**src/rtl/pdm2pcm_channel_scheduler.sv**
```systemverilog
// PDM2PCM front-end channel scheduler.
// Generates the PDM microphone clock and synchronises the shared PDM data pad.
// Left is captured at the end of each high phase and right (stereo only) at the
// end of each low phase; captures are serialised onto a single pdm/valid/channel
// stream. The warm-up interval is discarded with the pipeline held in reset.
module pdm2pcm_channel_scheduler #(
  parameter int DIV_WIDTH    = 8,
  parameter int WARMUP_WIDTH = 16
) (
  input  logic                    clk_i,
  input  logic                    rst_i,
  input  logic                    enable_i,
  input  logic                    stereo_i,
  input  logic [DIV_WIDTH-1:0]    clock_divisor_i,
  input  logic [WARMUP_WIDTH-1:0] warmup_periods_i,
  input  logic                    pdm_data_i,
  output logic                    pdm_clk_o,
  output logic                    pdm_o,
  output logic                    valid_o,
  output logic                    channel_o,
  output logic                    pipe_enable_o,
  output logic                    busy_o
);

  typedef enum logic [1:0] {
    ST_IDLE   = 2'b00,
    ST_WARMUP = 2'b01,
    ST_RUN    = 2'b10,
    ST_STOP   = 2'b11
  } state_e;

  localparam logic [DIV_WIDTH-1:0]    DIV_ZERO  = DIV_WIDTH'(0);
  localparam logic [DIV_WIDTH-1:0]    DIV_ONE   = DIV_WIDTH'(1);
  localparam logic [DIV_WIDTH-1:0]    DIV_MIN   = DIV_WIDTH'(2);
  localparam logic [WARMUP_WIDTH-1:0] WARM_ZERO = WARMUP_WIDTH'(0);
  localparam logic [WARMUP_WIDTH-1:0] WARM_ONE  = WARMUP_WIDTH'(1);

  state_e                  state_r;
  state_e                  state_next_s;

  logic                    sync1_r;
  logic                    sync2_r;

  logic [DIV_WIDTH-1:0]    cnt_r;
  logic                    pdm_clk_r;
  logic [DIV_WIDTH-1:0]    div_q_r;
  logic                    stereo_q_r;
  logic [WARMUP_WIDTH-1:0] warm_q_r;

  logic                    cap_valid_r;
  logic                    cap_bit_r;
  logic                    cap_chan_r;

  logic                    pdm_r;
  logic                    valid_r;
  logic                    channel_r;
  logic                    pipe_en_r;
  logic                    busy_r;

  logic                    toggle_s;
  logic                    rise_s;
  logic                    fall_s;
  logic                    capture_s;
  logic                    capture_chan_s;
  logic                    warm_dec_s;
  logic [DIV_WIDTH-1:0]    div_clamp_s;

  // Toggle decode: end of the current half-period and its direction.
  always_comb begin
    toggle_s = (cnt_r == (div_q_r - DIV_ONE));
    rise_s   = toggle_s & ~pdm_clk_r;
    fall_s   = toggle_s & pdm_clk_r;
    if (clock_divisor_i < DIV_MIN) begin
      div_clamp_s = DIV_MIN;
    end else begin
      div_clamp_s = clock_divisor_i;
    end
  end

  // Two-flop synchroniser for the asynchronous PDM data pad.
  always_ff @(posedge clk_i) begin
    if (rst_i) begin
      sync1_r <= 1'b0;
      sync2_r <= 1'b0;
    end else begin
      sync1_r <= pdm_data_i;
      sync2_r <= sync1_r;
    end
  end

  // FSM state register.
  always_ff @(posedge clk_i) begin
    if (rst_i) begin
      state_r <= ST_IDLE;
    end else begin
      state_r <= state_next_s;
    end
  end

  // FSM next-state and per-cycle control strobes.
  always_comb begin
    state_next_s   = state_r;
    capture_s      = 1'b0;
    capture_chan_s = 1'b0;
    warm_dec_s     = 1'b0;
    case (state_r)
      ST_IDLE: begin
        if (enable_i) begin
          if (warmup_periods_i == WARM_ZERO) begin
            state_next_s = ST_RUN;
          end else begin
            state_next_s = ST_WARMUP;
          end
        end else begin
          state_next_s = ST_IDLE;
        end
      end
      ST_WARMUP: begin
        if (!enable_i) begin
          state_next_s = ST_STOP;
        end else if (rise_s) begin
          // A rising toggle closes one full discarded period.
          warm_dec_s = 1'b1;
          if (warm_q_r == WARM_ONE) begin
            state_next_s = ST_RUN;
          end else begin
            state_next_s = ST_WARMUP;
          end
        end else begin
          state_next_s = ST_WARMUP;
        end
      end
      ST_RUN: begin
        if (!enable_i) begin
          state_next_s = ST_STOP;
        end else if (fall_s) begin
          capture_s      = 1'b1;
          capture_chan_s = 1'b0;
        end else if (rise_s && stereo_q_r) begin
          capture_s      = 1'b1;
          capture_chan_s = 1'b1;
        end else begin
          state_next_s = ST_RUN;
        end
      end
      ST_STOP: begin
        // Leave only once the microphone clock is back low.
        if (!pdm_clk_r) begin
          state_next_s = ST_IDLE;
        end else begin
          state_next_s = ST_STOP;
        end
      end
      default: begin
        state_next_s = ST_IDLE;
      end
    endcase
  end

  // Half-period counter and PDM clock generation.
  always_ff @(posedge clk_i) begin
    if (rst_i) begin
      cnt_r     <= DIV_ZERO;
      pdm_clk_r <= 1'b0;
    end else begin
      case (state_r)
        ST_IDLE: begin
          cnt_r     <= DIV_ZERO;
          pdm_clk_r <= enable_i;
        end
        ST_STOP: begin
          if (!pdm_clk_r) begin
            // Already low: hold it there so no stray rising edge escapes.
            cnt_r     <= DIV_ZERO;
            pdm_clk_r <= 1'b0;
          end else if (toggle_s) begin
            cnt_r     <= DIV_ZERO;
            pdm_clk_r <= 1'b0;
          end else begin
            cnt_r <= cnt_r + DIV_ONE;
          end
        end
        default: begin
          if (toggle_s) begin
            cnt_r     <= DIV_ZERO;
            pdm_clk_r <= ~pdm_clk_r;
          end else begin
            cnt_r <= cnt_r + DIV_ONE;
          end
        end
      endcase
    end
  end

  // Configuration latched at start and the warm-up period countdown.
  always_ff @(posedge clk_i) begin
    if (rst_i) begin
      div_q_r    <= DIV_MIN;
      stereo_q_r <= 1'b0;
      warm_q_r   <= WARM_ZERO;
    end else if ((state_r == ST_IDLE) && enable_i) begin
      div_q_r    <= div_clamp_s;
      stereo_q_r <= stereo_i;
      warm_q_r   <= warmup_periods_i;
    end else if (warm_dec_s) begin
      warm_q_r <= warm_q_r - WARM_ONE;
    end
  end

  // Capture stage: holds the bit and channel taken at a toggle edge.
  always_ff @(posedge clk_i) begin
    if (rst_i) begin
      cap_valid_r <= 1'b0;
      cap_bit_r   <= 1'b0;
      cap_chan_r  <= 1'b0;
    end else begin
      cap_valid_r <= capture_s;
      if (capture_s) begin
        cap_bit_r  <= sync2_r;
        cap_chan_r <= capture_chan_s;
      end
    end
  end

  // Output stage: issues the capture one cycle after its toggle edge, dropped if
  // the run is being stopped on that edge.
  always_ff @(posedge clk_i) begin
    if (rst_i) begin
      pdm_r     <= 1'b0;
      valid_r   <= 1'b0;
      channel_r <= 1'b0;
    end else begin
      valid_r <= cap_valid_r && (state_next_s == ST_RUN);
      if (cap_valid_r && (state_next_s == ST_RUN)) begin
        pdm_r     <= cap_bit_r;
        channel_r <= cap_chan_r;
      end
    end
  end

  // Status outputs registered from the next state so they move with transitions.
  always_ff @(posedge clk_i) begin
    if (rst_i) begin
      pipe_en_r <= 1'b0;
      busy_r    <= 1'b0;
    end else begin
      pipe_en_r <= (state_next_s == ST_RUN);
      busy_r    <= (state_next_s != ST_IDLE);
    end
  end

  assign pdm_clk_o     = pdm_clk_r;
  assign pdm_o         = pdm_r;
  assign valid_o       = valid_r;
  assign channel_o     = channel_r;
  assign pipe_enable_o = pipe_en_r;
  assign busy_o        = busy_r;

endmodule
```
**config.mk**
```make
export PLATFORM = sky130hd
export DESIGN_NAME = pdm2pcm_channel_scheduler
export DESIGN_NICKNAME = d
export VERILOG_FILES = /design/src/rtl/pdm2pcm_channel_scheduler.sv
export SDC_FILE = /design/constraint.sdc
export NUM_CORES = 1
export LEC_CHECK = 0
export ABC_AREA = 1
export BUFFER_PORTS_ARGS = -buffer_cell sky130_fd_sc_hd__buf_2
export CAP_MARGIN = 10
export CORE_MARGIN = 1.5
export CORE_UTILIZATION = 45
export CTS_CLUSTER_SIZE = 12
export DETAILED_ROUTE_END_ITERATION = 6
export PLACE_DENSITY = 0.75
export SLEW_MARGIN = 40
export SYNTH_ARGS = -nofsm -noshare
export SYNTH_HDL_FRONTEND = slang
export SYNTH_SLANG_ARGS = --single-unit
export TNS_END_PERCENT = 1
```
**constraint.sdc**
```tcl
create_clock -name clk_i -period 2.1 [get_ports clk_i]
set_input_delay 0.315 -clock clk_i [delete_from_list [all_inputs] [get_ports clk_i]]
set_output_delay 0.315 -clock clk_i [all_outputs]
set_load 0.05 [all_outputs]
```
==> metrics list, run 1 <==
* Post-synthesis cell area: 2580 µm²
- Setup repair after global routing could not meet its margin everywhere.
- The number of hold buffers added after CTS was 0.
- Relative slew margins: 0.548
- Entering global routing, the biggest net connects 23 pins.
- The clock period could shrink to 2.01 ns.
* Count of cells along the worst register-to-register path: 17
- Power comes to 1.96 mW.
- Row count: 27
- Among the stages of the critical path, the cell type that occurs most often is sky130_fd_sc_hd__nand2_1.
- In this design, the stage delay of the slowest critical-path cell is 0.33 ns.
- Using the TritonRoute via totals, the vias-per-cell ratio works out to 5.25.
- Result of the run: finished clean
- TritonCTS built the clock tree.
- The tree is rooted in a sky130_fd_sc_hd__clkbuf_8.
* Antenna Cells: 0
* Area used by multi-input combinational logic: 1530 µm²
* Flip-flop and latch count after synthesis: 46
- H-Tree Level Count: 2
- Area Growth Syn to Fin: 18.9%
* Hold Violations, Final: 0
- Initial antenna violation count: 0
- Fraction of final layout cells with drive strength greater than 1: 0.210
- Pins Over Slew Limit: 0
* Ratio of total power to cell area: 637 nW/µm²
- Summed over all layers, the routed wires come to 6160 µm.
* Number of enable-type register cells in the synthesized netlist: 0
- The die covers 6200 µm².
- Cells on Worst Hold Path: 3
- The critical path is of the register to register type.
- Number of vias in the routed layout: 2581
* Crit start category: register
- Placed Instances: 482
- In the routed design, unresolved DRC markers number 0.
- Routability-driven placement finished with a final weighted congestion of 0.910.
- Most numerous cell in the Yosys netlist: sky130_fd_sc_hd__nand2_1
* Skew-Pair Late Insertion Delay: 0.30 ns
- Post-route antenna net violation count: 0
- Cell types with the highest counts after synthesis: sky130_fd_sc_hd__nand2_1 (96), sky130_fd_sc_hd__dfxtp_1 (46), sky130_fd_sc_hd__nor2_1 (45)
* Final-report setup violation count: 0
- In the finished design, the share of the clock period the worst path needs comes to 0.959.
- The total overflow left after global routing is 0.
- FMAX: 496 MHz
* Synth top area share: 0.357
* Placeable core region: 5510 µm²
* GR Util All Layers: 0.211
- The via count of the first global-routing pass came to 2420.
* Top_reg_cell synth: sky130_fd_sc_hd__dfxtp_1
- After legalization and detailed placement, the total HPWL measured 4360 µm.
- In this run the worst path has a maximum fanout of 3.
- Counting flops with an async set or reset pin after synthesis yields a share of 0.
- Cell types occupying the most area after synthesis: sky130_fd_sc_hd__dfxtp_1 (36%), sky130_fd_sc_hd__nand2_1 (14%), sky130_fd_sc_hd__nor2_1 (6.5%), sky130_fd_sc_hd__inv_1 (6.0%), sky130_fd_sc_hd__xor2_1 (4.4%)
* Min-Delay Path Class: input port to register
- During placement, the flow inserted port buffers numbering 34.
- Hold is met by 0.216 ns.
* Warning count from the yosys run: 0
- Counting every instance in the synthesized netlist gives 376.
- Of the synthesized area, sequential elements account for 0.357.
- Total I/O pin count: 35
* Critical Path, Cell by Cell: buf_4 -> nor2_4 -> buf_4 -> nand3_1 -> nand3_1 -> nand2_1 -> nor2_4 -> nand4_1 -> nand2_1 -> nand2_1 -> nand2_1 -> nand2_2 -> nand2_2 -> nand2_2 -> nor2_4 -> nor2_1 -> nor2_1
* Crit-path slowest cell: sky130_fd_sc_hd__dfxtp_2
- Leakage power of the design: 1.33 nW
- After clock tree synthesis, the clock-pin slew on the worst setup and hold paths is 0.08 ns.
* Peak ir drop on the vdd network: 0.000269 V
* Clock buffers created by TritonCTS: 5
* Worst-margin pin slew: 0.676 ns
- Average instance area after synthesis: 6.87 µm²
- The pre-antenna-repair detailed-routing pass consisted of 4 iterations.
* Fillcell total: 535
- Initial core utilization: 0.469
- The worst register-to-register path has a setup slack of 0.09 ns.
* Sinks on Clock Net: 46
- Clock Tree Buf Depth: 2
* Detailed router's first-iteration violation count: 142
* Register cell area after layout: 923 µm²
- In the final design database the tool counted 457 nets.
* Vert. Die Dim: 78.8 µm
- CP Capture Type: register
- Required time at the worst-slack endpoint: 2.34 ns
- Global-route wire length before repair: 10400 µm
* Die Span X: 78.8 µm
- Library cells used by synthesis: 33
- Cell type with the largest total area after synthesis: sky130_fd_sc_hd__dfxtp_1
* Synthesized net count: 414
- Between clock sinks in the finished design, the worst skew comes to 0.0101 ns.
* Max-cap violations: 0
- Detailed-route wire length per cell: 12.5 µm
- Final std cells w/o fill: 492
* Worst path arrival time: 2.26 ns
metal layers:
metal,up-vias,GRT usage,share of wire
met2,79,0.353,0.46
li1,1302,-,-
met1,1191,0.272,0.47
met3,9,0.0368,0.058
met5,-,0,0
met4,0,0.0732,0.012
worst paths after layout:
path / start / endpoint
max: div_q_r[1] / channel_o
min: pdm_data_i / sync1_r
max reg2reg: div_q_r[1] / channel_o
min reg2reg: sync1_r / sync2_r
cell usage in the layout, fill, tap and decap left out, types with 2 or more instances in the layout:
cell / n
sky130_fd_sc_hd__or3_1: 2
sky130_fd_sc_hd__clkbuf_8: 6
sky130_fd_sc_hd__xor2_1: 13
sky130_fd_sc_hd__a211oi_1: 2
sky130_fd_sc_hd__nand2_2: 10
sky130_fd_sc_hd__nand2_4: 2
sky130_fd_sc_hd__nand3_2: 2
sky130_fd_sc_hd__dfxtp_1: 44
sky130_fd_sc_hd__buf_4: 10
sky130_fd_sc_hd__o21ai_0: 17
sky130_fd_sc_hd__nor2_4: 7
sky130_fd_sc_hd__a21oi_1: 14
sky130_fd_sc_hd__nand4_1: 7
sky130_fd_sc_hd__dfxtp_2: 2
sky130_fd_sc_hd__nor4_1: 5
sky130_fd_sc_hd__inv_2: 5
sky130_fd_sc_hd__inv_1: 38
sky130_fd_sc_hd__a22oi_1: 2
sky130_fd_sc_hd__nor3_1: 9
sky130_fd_sc_hd__nor2_2: 4
sky130_fd_sc_hd__a31oi_1: 13
sky130_fd_sc_hd__ha_1: 8
sky130_fd_sc_hd__buf_2: 34
sky130_fd_sc_hd__nand2_1: 86
sky130_fd_sc_hd__o21ai_1: 2
sky130_fd_sc_hd__nand3_1: 16
sky130_fd_sc_hd__nor2_1: 41
sky130_fd_sc_hd__xnor2_1: 6
cell type report:
| class | instances | area share |
|---|---|---|
| timing repair buffer | 45 | 0.0864 |
| sequential | 46 | 0.301 |
| clock buffer | 7 | 0.0281 |
| inverter | 45 | 0.0558 |
| clock inverter | 1 | 0.00163 |
| multi-input combinational | 276 | 0.498 |
| tap | 72 | 0.0293 |
what timing repair did:
item                       4_1_cts  5_1_grt
setup buffers                    1        1
gates resized for setup          1       28
pin swaps                        1       23
hold endpoints to repair         0        0
setup endpoints to repair       12       33
sequential cells by signal, indices dropped and copies added, names as in the netlist, 2 cells and up:
register	flops
cnt_r	8
div_q_r	8
state_r	2
warm_q_r	16
cells by family (layout without fill, tap and decap cells):
| kind of cell | Yosys count | in the layout | synth area share |
|---|---|---|---|
| simple gates | 194 | 194 | 0.335 |
| compound gates | 54 | 54 | 0.118 |
| buf+inv | 54 | 98 | 0.0824 |
| flops | 46 | 46 | 0.357 |
| xor+xnor | 19 | 19 | 0.0644 |
| fa+ha+maj | 9 | 9 | 0.0436 |
critical path: cells and delay by family (launching register included):
| kind | cells | cell delay, ns |
|---|---|---|
| buf+inv | 2 | 0.27 |
| flops | 1 | 0.33 |
| simple gates | 15 | 1.37 |
stage by stage:
step                worst slack, ns  setup TNS [ns]  instance area, µm²  utilization
floorplan                    0.0617               0                2580            -
finish                       0.0853               0                3070        0.558
CTS                          0.0123               0                2980        0.541
global placement             0.0151               0                2870        0.521
detailed placement          -0.0546          -0.215                2870        0.521
global route                 -0.110          -0.341                3070        0.558
where the power goes:
| group | internal (mW) | switching, mW | total, mW |
|---|---|---|---|
| Clock | 0.266 | 0.307 | 0.574 |
| Combinational | 0.160 | 0.260 | 0.420 |
| Sequential | 0.917 | 0.0476 | 0.964 |
Note: power is estimated with default switching activity, not from simulation.
==> inputs of run 2 (changes only) <==
CORE_UTILIZATION = 50   (was 45)
PLACE_DENSITY = 0.82   (was 0.75)
==> run 2 against run 1 <==
Combinational power shrank 2%. Global-route usage rose by 1.9 points. Flip-flop and latch count unchanged. Count of clock-buffer cells in the layout is 2 lower. Clock power shrank 4.0%. Critical path type unchanged. Critical endpoint unchanged. Largest cell class unchanged. Largest power group unchanged.
==> metrics list, run 2 (synthesis gave the netlist of run 1 again) <==
- The hold violation total from the final report came to 0 (unchanged).
- Sum of met3 wire segment lengths after detailed routing: 313 µm (-13%)
* Crit start category: register
- Sum of negative setup slack: 0 ns (unchanged)
* Die area: 5600 µm² (-9.6%)
- Area of all placed cells without fillers: 3080 µm² (+0.16%)
- The fraction of layout instances using a drive strength above 1 is 0.205 (-0.00434).
- The final period utilization was 0.960 (about the same).
* Skew-Pair Late Insertion Delay: 0.31 ns (about the same)
- Compared with the post-synthesis result, the final layout area differs by 19.1%.
* Maximum number of pins on one net before global-route repair: 23 (unchanged)
* Met1 wire length: 2840 µm (-2.6%)
- Met2 wire len: 2840 µm (+1.2%)
* Count of input and output buffers: 34 (unchanged)
- The internal power came to 1.31 mW (-2.4%).
- The net switching share of the total power came to 0.321 (+0.00650).
* Largest regs: warm_q_r: 16 flops, cnt_r: 8 flops, div_q_r: 8 flops
* Largest register FFs: 16 (unchanged)
* Placeable core region: 4850 µm² (-12%)
* Worst path arrival time: 2.26 ns (about the same)
* Most used cells in the layout excluding fill and tap cells: sky130_fd_sc_hd__nand2_1 (88), sky130_fd_sc_hd__dfxtp_1 (44), sky130_fd_sc_hd__nor2_1 (42), sky130_fd_sc_hd__inv_1 (40), sky130_fd_sc_hd__buf_2 (34)
* Sequential cell fraction of total power: 0.500 (+0.008)
- Max-cap violations: 0 (unchanged)
- The share of power burned in combinational logic came to 0.214 (about the same).
* Highest metal used: met4
- Total placed instance area: 2860 µm² (-0.22%)
- The via count of the first global-routing pass came to 2327 (-3.8%).
- Final core area utilization: 0.635 (+0.0768)
- The final total power was 1.93 mW (-1.5%).
- Remaining routing DRC violations: 0 (unchanged)
- TritonCTS built the clock tree.
- Row count: 25 (-7.4%)
- The critical path is of the register to register type.
- Initial DRT Pass Iterations: 5 (+1)
- The number of routed nets with antenna violations was 0 (unchanged).
* Top register by number of flip-flops: warm_q_r
- Detailed router's first-iteration violation count: 135 (-4.9%)
- Vert. Die Dim: 74.9 µm (-4.9%)
- Pins Over Slew Limit: 0 (unchanged)
* Clock tree root driver cell: sky130_fd_sc_hd__clkbuf_8
- The actual transition at the worst max-transition pin came to 0.652 ns (-0.0238 ns).
* Initial antenna violation count: 0 (unchanged)
- Fillcell total: 428 (-20%)
* Final hold slack: 0.210 ns (-0.00526 ns)
* Final worst slack: 0.0833 ns (-0.00194 ns)
- The count of H-tree levels built during CTS came to 2 (unchanged).
- The worst slew slack as a fraction of its limit was 0.563 (+0.0159).
- Switching power of the nets: 0.618 mW (+0.54%)
- The number of vias after detailed routing came to 2573 (-0.31%).
- Result of the run: finished clean
* Antenna Cells: 0 (unchanged)
- Setup repair after global routing could not meet its margin everywhere.
- Required time at the worst-slack endpoint: 2.35 ns (about the same)
- Final Net Count: 461 (+0.88%)
* Critical Path Fanout Max: 4 (+1)
- The cell count after placement was 477 (-1.0%).
- Total congestion overflow after global routing: 0 (unchanged)
- The die span in x was 74.9 µm (-4.9%).
- The leakage dissipation is 1.34 nW (+0.82%).
- Ratio of total power to cell area: 627 nW/µm² (-1.7%)
- Peak ir drop on the vdd network: 0.000325 V (+21%)
- Global placement routability congestion: 0.859 (-5.6%)
- Clock skew: 0.00690 ns (-0.00324 ns)
- Number of hold-repair buffers added at the cts stage: 0 (unchanged)
- Number of vias per cell after detailed routing: 5.24 (-0.11%)
- The overall global routing resource usage was 0.230 (+0.0193).
- Sinks on Clock Net: 46 (unchanged)
- Clock Tree Buf Depth: 2 (unchanged)
- The clock network fraction of total power came to 0.286 (-0.007).
- The detailed placement HPWL is 4370 µm (about the same).
- The minimum period implied by the final worst setup slack was 2.02 ns (+0.00194 ns).
- The clock transition at the registers of the reported paths was 0.09 ns (about the same).
* Global-route wire length before repair: 9810 µm (-5.8%)
- R2R Setup Slk: 0.08 ns (about the same)
- The detailed-route wire length per cell was 12.4 µm (-1.2%).
- The number of non-filler instances in the completed layout was 491 (-0.20%).
* FMAX: 496 MHz (about the same)
- The TritonCTS buffer count came to 5 (unchanged).
* Minimum setup slack after placement: -0.0641 ns (-0.00949 ns)
* Min-Delay Path Class: input port to register
* Leading cell type in the layout, fill and taps excluded: sky130_fd_sc_hd__nand2_1
- Final-report setup violation count: 0 (unchanged)
* Total I/O pin count: 35 (unchanged)
* Initial core utilization: 0.533 (+0.0637)
- CP Capture Type: register
- The final routed wirelength across all metal layers was 6070 µm (-1.4%).
==> run 2: final timing paths <==
| check | startpoint | to | cells after the start |
|---|---|---|---|
| worst max-delay path | div_q_r[0] | channel_o | 18 |
| worst min-delay path | pdm_data_i | sync1_r | 3 |
| worst max register to register | div_q_r[0] | channel_o | 18 |
| worst min register to register | sync1_r | sync2_r | 2 |
==> run 2: power by group through the flow <==
stage          Combinational (mW)  Clock, mW  Sequential (mW)
2_1_floorplan               0.266          0            0.984
3_3_place_gp                0.378          0            0.980
3_5_place_dp                0.386          0            0.980
4_1_cts                     0.388      0.564            0.962
5_1_grt                     0.468      0.607            0.971
6_report                    0.413      0.551            0.965
==> run 2: layout make-up <==
| cell class | instances | area (µm²) | share of cell area |
|---|---|---|---|
| clock inverter | 3 | 21.3 | 0.00691 |
| clock buffer | 5 | 68.8 | 0.0224 |
| inverter | 45 | 171 | 0.0557 |
| tap | 67 | 83.8 | 0.0272 |
| timing repair buffer | 49 | 290 | 0.0943 |
| multi-input combinational | 276 | 1520 | 0.493 |
| sequential | 46 | 923 | 0.300 |
==> run 2: what timing repair did <==
action	4_1_cts	5_1_grt
setup endpoints to repair	13	34
buffers inserted	3	3
pin swaps	1	17
gates cloned	0	0
gates resized for setup	1	24
==> run 2: critical path, stage by stage, from the launching register on <==
cell and delay [ns]:
sky130_fd_sc_hd__dfxtp_2 0.33, sky130_fd_sc_hd__inv_2 0.07, sky130_fd_sc_hd__ha_4 0.14, sky130_fd_sc_hd__nand2_2 0.07, sky130_fd_sc_hd__nor2_4 0.15, sky130_fd_sc_hd__nor2_2 0.05
sky130_fd_sc_hd__nor2_2 0.11, sky130_fd_sc_hd__nand3_2 0.09, sky130_fd_sc_hd__nor2_4 0.12, sky130_fd_sc_hd__nand4_1 0.12, sky130_fd_sc_hd__nand2_1 0.11, sky130_fd_sc_hd__nand2_1 0.05
sky130_fd_sc_hd__nand2_1 0.07, sky130_fd_sc_hd__nand2_2 0.07, sky130_fd_sc_hd__nand2_2 0.07, sky130_fd_sc_hd__nand2_2 0.08, sky130_fd_sc_hd__nor2_4 0.12, sky130_fd_sc_hd__nor2_1 0.05
sky130_fd_sc_hd__nor2_1 0.08
==> run 2: metal layers <==
layer | vias to the layer above | track usage
met5 | - | 0
met4 | 0 | 0.111
met3 | 7 | 0.0482
met2 | 79 | 0.384
met1 | 1175 | 0.281
li1 | 1312 | -
